### config.mk
export PLATFORM = sky130hd
export DESIGN_NAME = pb_input_port
export DESIGN_NICKNAME = d
export VERILOG_FILES = /design/src/rtl/pb_input_pkg.sv /design/src/rtl/pb_input_port_debounce.sv /design/src/rtl/pb_input_port.sv
export SDC_FILE = /design/constraint.sdc
export NUM_CORES = 1
export LEC_CHECK = 0
export CAP_MARGIN = 10
export CORE_UTILIZATION = 58
export DETAILED_ROUTE_END_ITERATION = 10
export PLACE_DENSITY = 0.8
export SLEW_MARGIN = 0
export SYNTH_ARGS = -nofsm -noshare
export SYNTH_HDL_FRONTEND = slang
export SYNTH_SLANG_ARGS = --single-unit
export TNS_END_PERCENT = 20
### constraint.sdc
create_clock -name clk -period 4.6 [get_ports clk]
set_clock_uncertainty 0.2 [all_clocks]
set_input_delay 0.46 -clock clk [delete_from_list [all_inputs] [get_ports clk]]
set_output_delay 0.46 -clock clk [all_outputs]
set_load 0.02 [all_outputs]
### src/rtl/pb_input_pkg.sv
// pb_input_pkg: shared definitions for the push-button input port.
// Holds the debounce FSM state encoding, the button count and the
// bit-field offsets of the 32-bit status word read by the CPU.
package pb_input_pkg;

  typedef enum logic [1:0] {
    IDLE        = 2'd0,
    PRESS_CHK   = 2'd1,
    HELD        = 2'd2,
    RELEASE_CHK = 2'd3
  } pb_state_t;

  localparam int NUM_PB    = 4;
  localparam int COUNT_W   = 4;

  localparam int LEVEL_LSB = 0;
  localparam int FLAG_LSB  = 4;
  localparam int COUNT_LSB = 8;
  localparam int LONG_LSB  = 24;

  // A button counts as down while it is held or while its release is still being confirmed
  function automatic logic is_down(input pb_state_t s);
    return (s == HELD) || (s == RELEASE_CHK);
  endfunction

endpackage

### src/rtl/pb_input_port_debounce.sv
// pb_debounce: synchroniser, 4-state debounce FSM and stability counter
// for one active-low push button. level is a pure state decode and
// press_evt pulses during the cycle whose closing edge enters HELD, so
// registers in the parent update on the same edge the level rises.
module pb_debounce
  import pb_input_pkg::*;
#(
  parameter int DEBOUNCE_CYCLES = 250000,
  parameter int CNT_WIDTH       = 18
) (
  input  logic clk,
  input  logic reset,
  input  logic pb_n,
  output logic level,
  output logic press_evt
);

  localparam logic [CNT_WIDTH-1:0] CNT_LAST = CNT_WIDTH'(DEBOUNCE_CYCLES - 1);

  logic [1:0]           sync;
  logic                 raw;
  pb_state_t            state;
  logic [CNT_WIDTH-1:0] cnt;

  // Two-stage synchroniser; resets to the released (high) level
  always_ff @(posedge clk or posedge reset) begin
    if (reset) sync <= 2'b11;
    else       sync <= {sync[0], pb_n};
  end

  assign raw = ~sync[1];

  // Debounce FSM: a level change is accepted only after DEBOUNCE_CYCLES stable samples
  always_ff @(posedge clk or posedge reset) begin
    if (reset) begin
      state <= IDLE;
      cnt   <= '0;
    end else begin
      case (state)
        IDLE: begin
          if (raw) begin
            state <= PRESS_CHK;
            cnt   <= '0;
          end
        end
        PRESS_CHK: begin
          if (!raw) begin
            state <= IDLE;
          end else begin
            cnt <= cnt + CNT_WIDTH'(1);
            if (cnt == CNT_LAST) state <= HELD;
          end
        end
        HELD: begin
          if (!raw) begin
            state <= RELEASE_CHK;
            cnt   <= '0;
          end
        end
        RELEASE_CHK: begin
          if (raw) begin
            state <= HELD;
          end else begin
            cnt <= cnt + CNT_WIDTH'(1);
            if (cnt == CNT_LAST) state <= IDLE;
          end
        end
        default: state <= IDLE;
      endcase
    end
  end

  assign press_evt = (state == PRESS_CHK) && raw && (cnt == CNT_LAST);
  assign level     = is_down(state);

endmodule

### src/rtl/pb_input_port.sv
// pb_input_port: turns four raw active-low push buttons into the 32-bit
// status word on the CPU's port_in bus: debounced levels, sticky press
// flags, 4-bit wrapping press counters and (optionally) long-press flags.
// Optional feature macro: PB_INPUT_PORT_LONG_PRESS_EN enables the per-button
// hold counters and long-press flags in [27:24]; without it those bits are 0.
module pb_input_port
  import pb_input_pkg::*;
#(
  parameter int DEBOUNCE_CYCLES = 250000,
  parameter int CNT_WIDTH       = 18,
  parameter int LONG_CYCLES     = 50000000
) (
  input  logic              clk,
  input  logic              reset,
  input  logic [NUM_PB-1:0] pb_n,
  input  logic              clear,
  input  logic [NUM_PB-1:0] clear_mask,
  output logic [31:0]       port_in
);

  logic [NUM_PB-1:0]              level;
  logic [NUM_PB-1:0]              press_evt;
  logic [NUM_PB-1:0]              flag;
  logic [NUM_PB-1:0][COUNT_W-1:0] press_cnt;
  logic [NUM_PB-1:0]              long_flag;

  for (genvar g = 0; g < NUM_PB; g++) begin : g_pb
    pb_debounce #(
      .DEBOUNCE_CYCLES(DEBOUNCE_CYCLES),
      .CNT_WIDTH      (CNT_WIDTH)
    ) u_debounce (
      .clk      (clk),
      .reset    (reset),
      .pb_n     (pb_n[g]),
      .level    (level[g]),
      .press_evt(press_evt[g])
    );
  end

  // Sticky press flags: a new press beats a simultaneous clear
  always_ff @(posedge clk or posedge reset) begin
    if (reset) begin
      flag <= '0;
    end else begin
      for (int i = 0; i < NUM_PB; i++) begin
        if (press_evt[i])                     flag[i] <= 1'b1;
        else if (clear && clear_mask[i])      flag[i] <= 1'b0;
      end
    end
  end

  // Press counters wrap at 16 and only reset clears them
  always_ff @(posedge clk or posedge reset) begin
    if (reset) begin
      press_cnt <= '0;
    end else begin
      for (int i = 0; i < NUM_PB; i++) begin
        if (press_evt[i]) press_cnt[i] <= press_cnt[i] + COUNT_W'(1);
      end
    end
  end

`ifdef PB_INPUT_PORT_LONG_PRESS_EN
  localparam int                HOLD_W    = $clog2(LONG_CYCLES + 1);
  localparam logic [HOLD_W-1:0] HOLD_MAX  = HOLD_W'(LONG_CYCLES);
  localparam logic [HOLD_W-1:0] HOLD_LAST = HOLD_W'(LONG_CYCLES - 1);

  logic [NUM_PB-1:0][HOLD_W-1:0] hold_cnt;
  logic [NUM_PB-1:0]             long_evt;

  // The long event fires on the single edge where the hold count reaches its limit
  always_comb begin
    long_evt = '0;
    for (int i = 0; i < NUM_PB; i++) begin
      long_evt[i] = level[i] && (hold_cnt[i] == HOLD_LAST);
    end
  end

  // Hold counters run while the button is down, saturate, and zero once it is back in IDLE
  always_ff @(posedge clk or posedge reset) begin
    if (reset) begin
      hold_cnt <= '0;
    end else begin
      for (int i = 0; i < NUM_PB; i++) begin
        if (!level[i])                  hold_cnt[i] <= '0;
        else if (hold_cnt[i] != HOLD_MAX) hold_cnt[i] <= hold_cnt[i] + HOLD_W'(1);
      end
    end
  end

  // Sticky long-press flags with the same set-wins clear rule as the press flags
  always_ff @(posedge clk or posedge reset) begin
    if (reset) begin
      long_flag <= '0;
    end else begin
      for (int i = 0; i < NUM_PB; i++) begin
        if (long_evt[i])                 long_flag[i] <= 1'b1;
        else if (clear && clear_mask[i]) long_flag[i] <= 1'b0;
      end
    end
  end
`else
  logic unused_long_cfg;
  assign unused_long_cfg = |LONG_CYCLES;
  assign long_flag       = '0;
`endif

  // Status word packing; every field is a register or a state decode
  always_comb begin
    port_in                                    = '0;
    port_in[LEVEL_LSB +: NUM_PB]               = level;
    port_in[FLAG_LSB  +: NUM_PB]               = flag;
    port_in[COUNT_LSB +: NUM_PB*COUNT_W]       = press_cnt;
    port_in[LONG_LSB  +: NUM_PB]               = long_flag;
  end

endmodule

## After elaboration in Yosys (flattened, before gate mapping)

Cells that the tools add are included.

| word-level totals | value |
|---|---|
| output and inout bits | 32 |
| input port bits | 11 |
| flip-flop bits (word level) | 108 |

| cells by class | value |
|---|---|
| multiplexer cells | 56 |
| eq/ne operators | 40 |
| bitwise logic cells | 4 |
| add/subtract/negate cells | 8 |
| reduce and logical (&&, ||, !) cells | 32 |

Operators with widths:

| cell | count |
|---|---|
| two-way mux 18 bit | 16 |
| case mux 18 bit (4 select lines) | 4 |
| adder 18 x 1 -> 18 bit, second input constant | 4 |
| == test 18 bit, second input constant | 4 |
| two-way mux 2 bit | 24 |
| case mux 2 bit (4 select lines) | 4 |
| AND reduction 4 bit | 8 |
| adder 4 x 1 -> 4 bit, second input constant | 4 |
| == test 2 bit, second input constant | 8 |
| != test 2 x 1 -> 1 bit, second input constant | 8 |
| != test 2 bit, second input constant | 8 |
| logical AND 1 bit | 12 |
| != test 3 x 1 -> 1 bit, second input constant | 4 |
| != test 3 bit, second input constant | 4 |
| == test 2 x 1 -> 1 bit, second input constant | 4 |
| zero test 2 bit | 4 |
| two-way mux 1 bit | 8 |
| nonzero test 2 bit | 4 |
| logical OR 1 bit | 4 |
| inverter 1 bit | 4 |

## Logic depth before layout (Yosys ltp)

| logic depth | value |
|---|---|
| word-level depth | 4 |
| gate-level depth with buffers | 6 |

## By module

Synthesis repeated with hierarchy kept, for this count alone.

| second synthesis, totals | value |
|---|---|
| cells, all modules | 518 |
| area, all modules | 5499.0 um^2 |

Modules (own cells, without submodules):

| module | times used | sequential area each (um^2) | cells an instance | area an instance (um^2) |
|---|---|---|---|---|
| pb_debounce | 4 | 553.0 | 113 | 1161.1 |
| pb_input_port | 1 | 500.5 | 66 | 854.6 |

## Least setup slack after synthesis

OpenSTA, ideal clock, no wires.

| timing path | value |
|---|---|
| kind | register to register |
| from | reg g_pb[2].u_debounce.cnt[0] |
| to | reg g_pb[2].u_debounce.cnt[16] |
| required time | 4.322 ns |
| path buffers | 1 |
| stages on the path, launching flop included | 7 |
| library setup time | 0.078 ns |
| data arrival time | 1.899 ns |
| setup slack | 2.424 ns |
| cell sequence | dfrtp_1 > ha_1 > nand2_1 > or4_1 > buf_2 > or4_1 > a21oi_1 |

| on the way | value |
|---|---|
| cells in the longest elaborated chain, start to end | 3 |

RTL lines:

| element | RTL line | text |
|---|---|---|
| from (decl) | pb_input_port_debounce.sv:23 | `logic [CNT_WIDTH-1:0] cnt;` |
| from (signal assigned) | pb_input_port_debounce.sv:50 | `cnt <= cnt + CNT_WIDTH'(1);` |
| from (signal assigned) | pb_input_port_debounce.sv:64 | `cnt <= cnt + CNT_WIDTH'(1);` |
| adder 18 x 1 -> 18 bit * | pb_input_port_debounce.sv:50, pb_input_port_debounce.sv:64 |  |
| two-way mux 18 bit, on equally long branches | pb_input_port_debounce.sv:61, pb_input_port_debounce.sv:47 |  |
| case mux 18 bit (4 select lines) * | pb_input_port_debounce.sv:39 | `case (state)` |

Every way passes the cells marked *; elsewhere a longest branch is shown, timed or not. The select of a mux whose other input is x is not followed.
A chain may end at the register's enable or synchronous reset.

## Worst setup path in the final report

| timing path | value |
|---|---|
| from | reg g_pb[2].u_debounce.sync[1] |
| to | reg g_pb[2].u_debounce.cnt[17] |

| on the way | value |
|---|---|
| cells in the longest elaborated chain, start to end | 2 |

RTL lines:

| element | RTL line | text |
|---|---|---|
| from (decl) | pb_input_port_debounce.sv:20 | `logic [1:0] sync;` |
| from (signal assigned) | pb_input_port_debounce.sv:28 | `else sync <= {sync[0], pb_n};` |
| != test 2 bit (no source line) / != test 2 x 1 -> 1 bit (equally long branches) | -- |  |
| AND reduction 4 bit (no source line) * | -- |  |

Every way passes the cells marked *; elsewhere a longest branch is shown, timed or not.

==> summary.txt <==
Outcome -> finished with violations
Failing checks -> DRC
GRT overflow -> 0
Placer congestion estimate -> 0.812
Worst hold slack -> 0.162 ns
Initial antenna violation count -> 0
Routed len/inst -> 15.6 um
Met1 Use GR -> 0.304
Cell family with most CP delay -> simple AND/OR/NAND/NOR gates
Post-route setup TNS -> 0 ns
Busiest metal layer after global routing -> met2
WS Path Type -> register to register
Dpl cells -> 666
Post-synth top cells -> 100 x dfrtp_1, 60 x nand2_1, 39 x nor2_1
Crit path top cell by count -> or4_1
Initial Util -> 0.607
Met2 global-route usage -> 0.412
Max clock buf depth -> 2
Register bit total from synthesis -> 108
P per Cell Area -> 292 nW/um2
Cells after Synth -> 545
Worst-path cell chain -> xor2_1 -> or4_1 -> or4_1 -> a21oi_1
Synth Warn # -> 0
Most numerous cell in the Yosys netlist -> dfrtp_1
Yosys top cell by area -> dfrtp_1
Synthesized cell area -> 5340 um2
CP Capture Type -> register
DRT Pass-1 Iters -> 10
Switch Pwr -> 0.433 mW
CTS Hold Bufs -> 0
Max incr delay on CP -> 0.77 ns
Total GRT Usage -> 0.237
CTS H-tree depth -> 3
CTS buffer count -> 9
Setup Fix Bufs, Post-CTS -> 0
Starting DRT DRC Count -> 130
Yosys top cell area share -> 0.468
Sinks on Clock Net -> 108
Logic pwr share -> 0.061
Critical-path maximum fanout -> 14
Chip Height -> 98.0 um
Worst Setup Start Kind -> register
Largest net degree at the start of global routing -> 64
I/O pin total -> 43
Resized Gates After CTS -> 0
Final Cycle Share -> 0.556
RSZ-0062 raised after global routing -> false
Area grow syn2layout -> 10.6%
Leakage power figure -> 2.48 nW
DRC -> 3
Final net count -> 588
Rel. slew slack -> 0.333
N_diodes -> 0
Non-filler instance count after layout -> 682
CTS tree -> done
First-pass GRT wire length -> 18400 um
Max-cap violations -> 0
VDD IR max -> 0.203 mV
Dpl hpwl -> 7440 um
Top cells by area, synth -> dfrtp_1 47%, xnor2_1 4.9%, nand2_1 4.2%
Root buffer cell -> clkbuf_8
DRT antenna net count -> 0
Tmin final -> 2.56 ns
Met3 Resource Use GR -> 0.0451
Fmax -> 391 MHz
Vias after detailed routing -> 4093
Ys async rst share -> 1.00
Switching Fraction -> 0.251
Die area -> 9600 um2
Clock power frac -> 0.349
Worst skew pair latency -> 0.37 ns
Vias in the first global route -> 3964
Avg Cell Area, Syn -> 9.81 um2
Register area share after synthesis -> 0.508
Reg power frac -> 0.590
Fin. Hold Viols -> 0
Min-Delay Path Class -> register to register
Routed Wire Length -> 10700 um
Final slew viol count -> 0
Buf+Inv Stages, Crit Path -> 0
Worst EP arrival -> 2.64 ns
Die W -> 98.0 um
Clock slew at reported path FFs -> 0.10 ns
Worst path required time -> 4.68 ns
Via-per-instance ratio -> 6.00
Core ar. -> 8810 um2
Worst-margin pin slew -> 0.997 ns
Post-synth top flop -> dfrtp_1
Row count -> 34
EDFF count, synth -> 0
Share of cells above drive strength 1 -> 0.0645
Internal power -> 1.29 mW
Max stage delay cell, worst path -> or4_1
Final setup viols -> 0
Library cells used by synthesis -> 48
Buffers on Ports -> 34
per-stage QoR:
stage                     worst slack [ns]  total power [mW]  cell area, um2  utilization
after global routing                  1.95              1.79            5910        0.671
after detailed placement              2.11              1.14            5700        0.648
after floorplan                       1.11              1.11            5370            -
final                                 2.04              1.73            5910        0.671
after CTS                             2.06              1.74            5910        0.671
after global placement                2.16              1.14            5700        0.648
flip-flops by register name (all words and copies together), names as in the netlist, named ones only:
name,count
flag,4
g_pb.u_debounce.sync,8
port_in,16
g_pb.u_debounce.cnt,72
g_pb.u_debounce.state,4
worst register-to-register path, stage by stage (launching register included):
cell and delay [ns]:
dfstp_2 0.58, xor2_1 0.26, or4_1 0.77, or4_1 0.52, a21oi_1 0.16
area by class of cell:
cell class	count	area (um2)
multi-input cells	400	2440
fillers	692	2890
inverters	13	51.3
clock inverters	6	70.1
repair buffers	37	363
well taps	108	135
flip-flops and latches	108	2710
clock buffers	10	138
path summary, 6_finish.rpt:
kind	from	endpoint	slack [ns]	depth (start not counted)
worst max register to register	g_pb[2].u_debounce.sync[1]	g_pb[2].u_debounce.cnt[17]	2.04	4
min in group asynchronous	reset	g_pb[2].u_debounce.cnt[4]	0.39	2
worst min register to register	g_pb[3].u_debounce.sync[0]	g_pb[3].u_debounce.sync[1]	0.16	0
max in group asynchronous	reset	g_pb[3].u_debounce.sync[0]	2.91	3
worst min-delay path	g_pb[3].u_debounce.sync[0]	g_pb[3].u_debounce.sync[1]	0.16	0
worst max-delay path	g_pb[2].u_debounce.sync[1]	g_pb[2].u_debounce.cnt[17]	2.04	4
kinds of logic (layout without fill, tap and decap cells):
group,Yosys count,after routing,share of synthesized area
simple gates,244,244,0.252
xor+xnor,41,41,0.0672
compound gates,90,90,0.0955
buf+inv,44,66,0.0403
mux,9,9,0.0180
flops,108,108,0.508
other cells,1,8,0.000702
fa+ha+maj,8,8,0.0187
power groups by stage:
stage	Combinational (mW)	Clock, mW	Sequential [mW]
3_5_place_dp	0.107	0	1.04
5_1_grt	0.121	0.650	1.02
2_1_floorplan	0.0852	0	1.03
6_report	0.105	0.603	1.02
4_1_cts	0.107	0.619	1.02
3_3_place_gp	0.102	0	1.03
cell usage in the layout, fill, tap and decap left out, types with 12 or more instances in the layout:
cell type,netlist,routed
a21oi_1,36,36
clkdlybuf4s50_1,0,34
dfrtp_1,100,100
inv_1,13,12
nand2_1,60,60
nand3_1,21,21
nand4_1,20,20
nor2_1,39,39
nor3_1,16,16
o21ai_0,21,21
o21ai_1,13,13
or3_1,24,24
or4_1,15,15
xnor2_1,30,30
per-layer routing:
layer / vias up / wire length (um)
met5: - / 0
met4: 0 / 85
met3: 9 / 344
met2: 89 / 5460
met1: 2018 / 4780
li1: 1977 / -
Power figures use the tool's default switching activity.
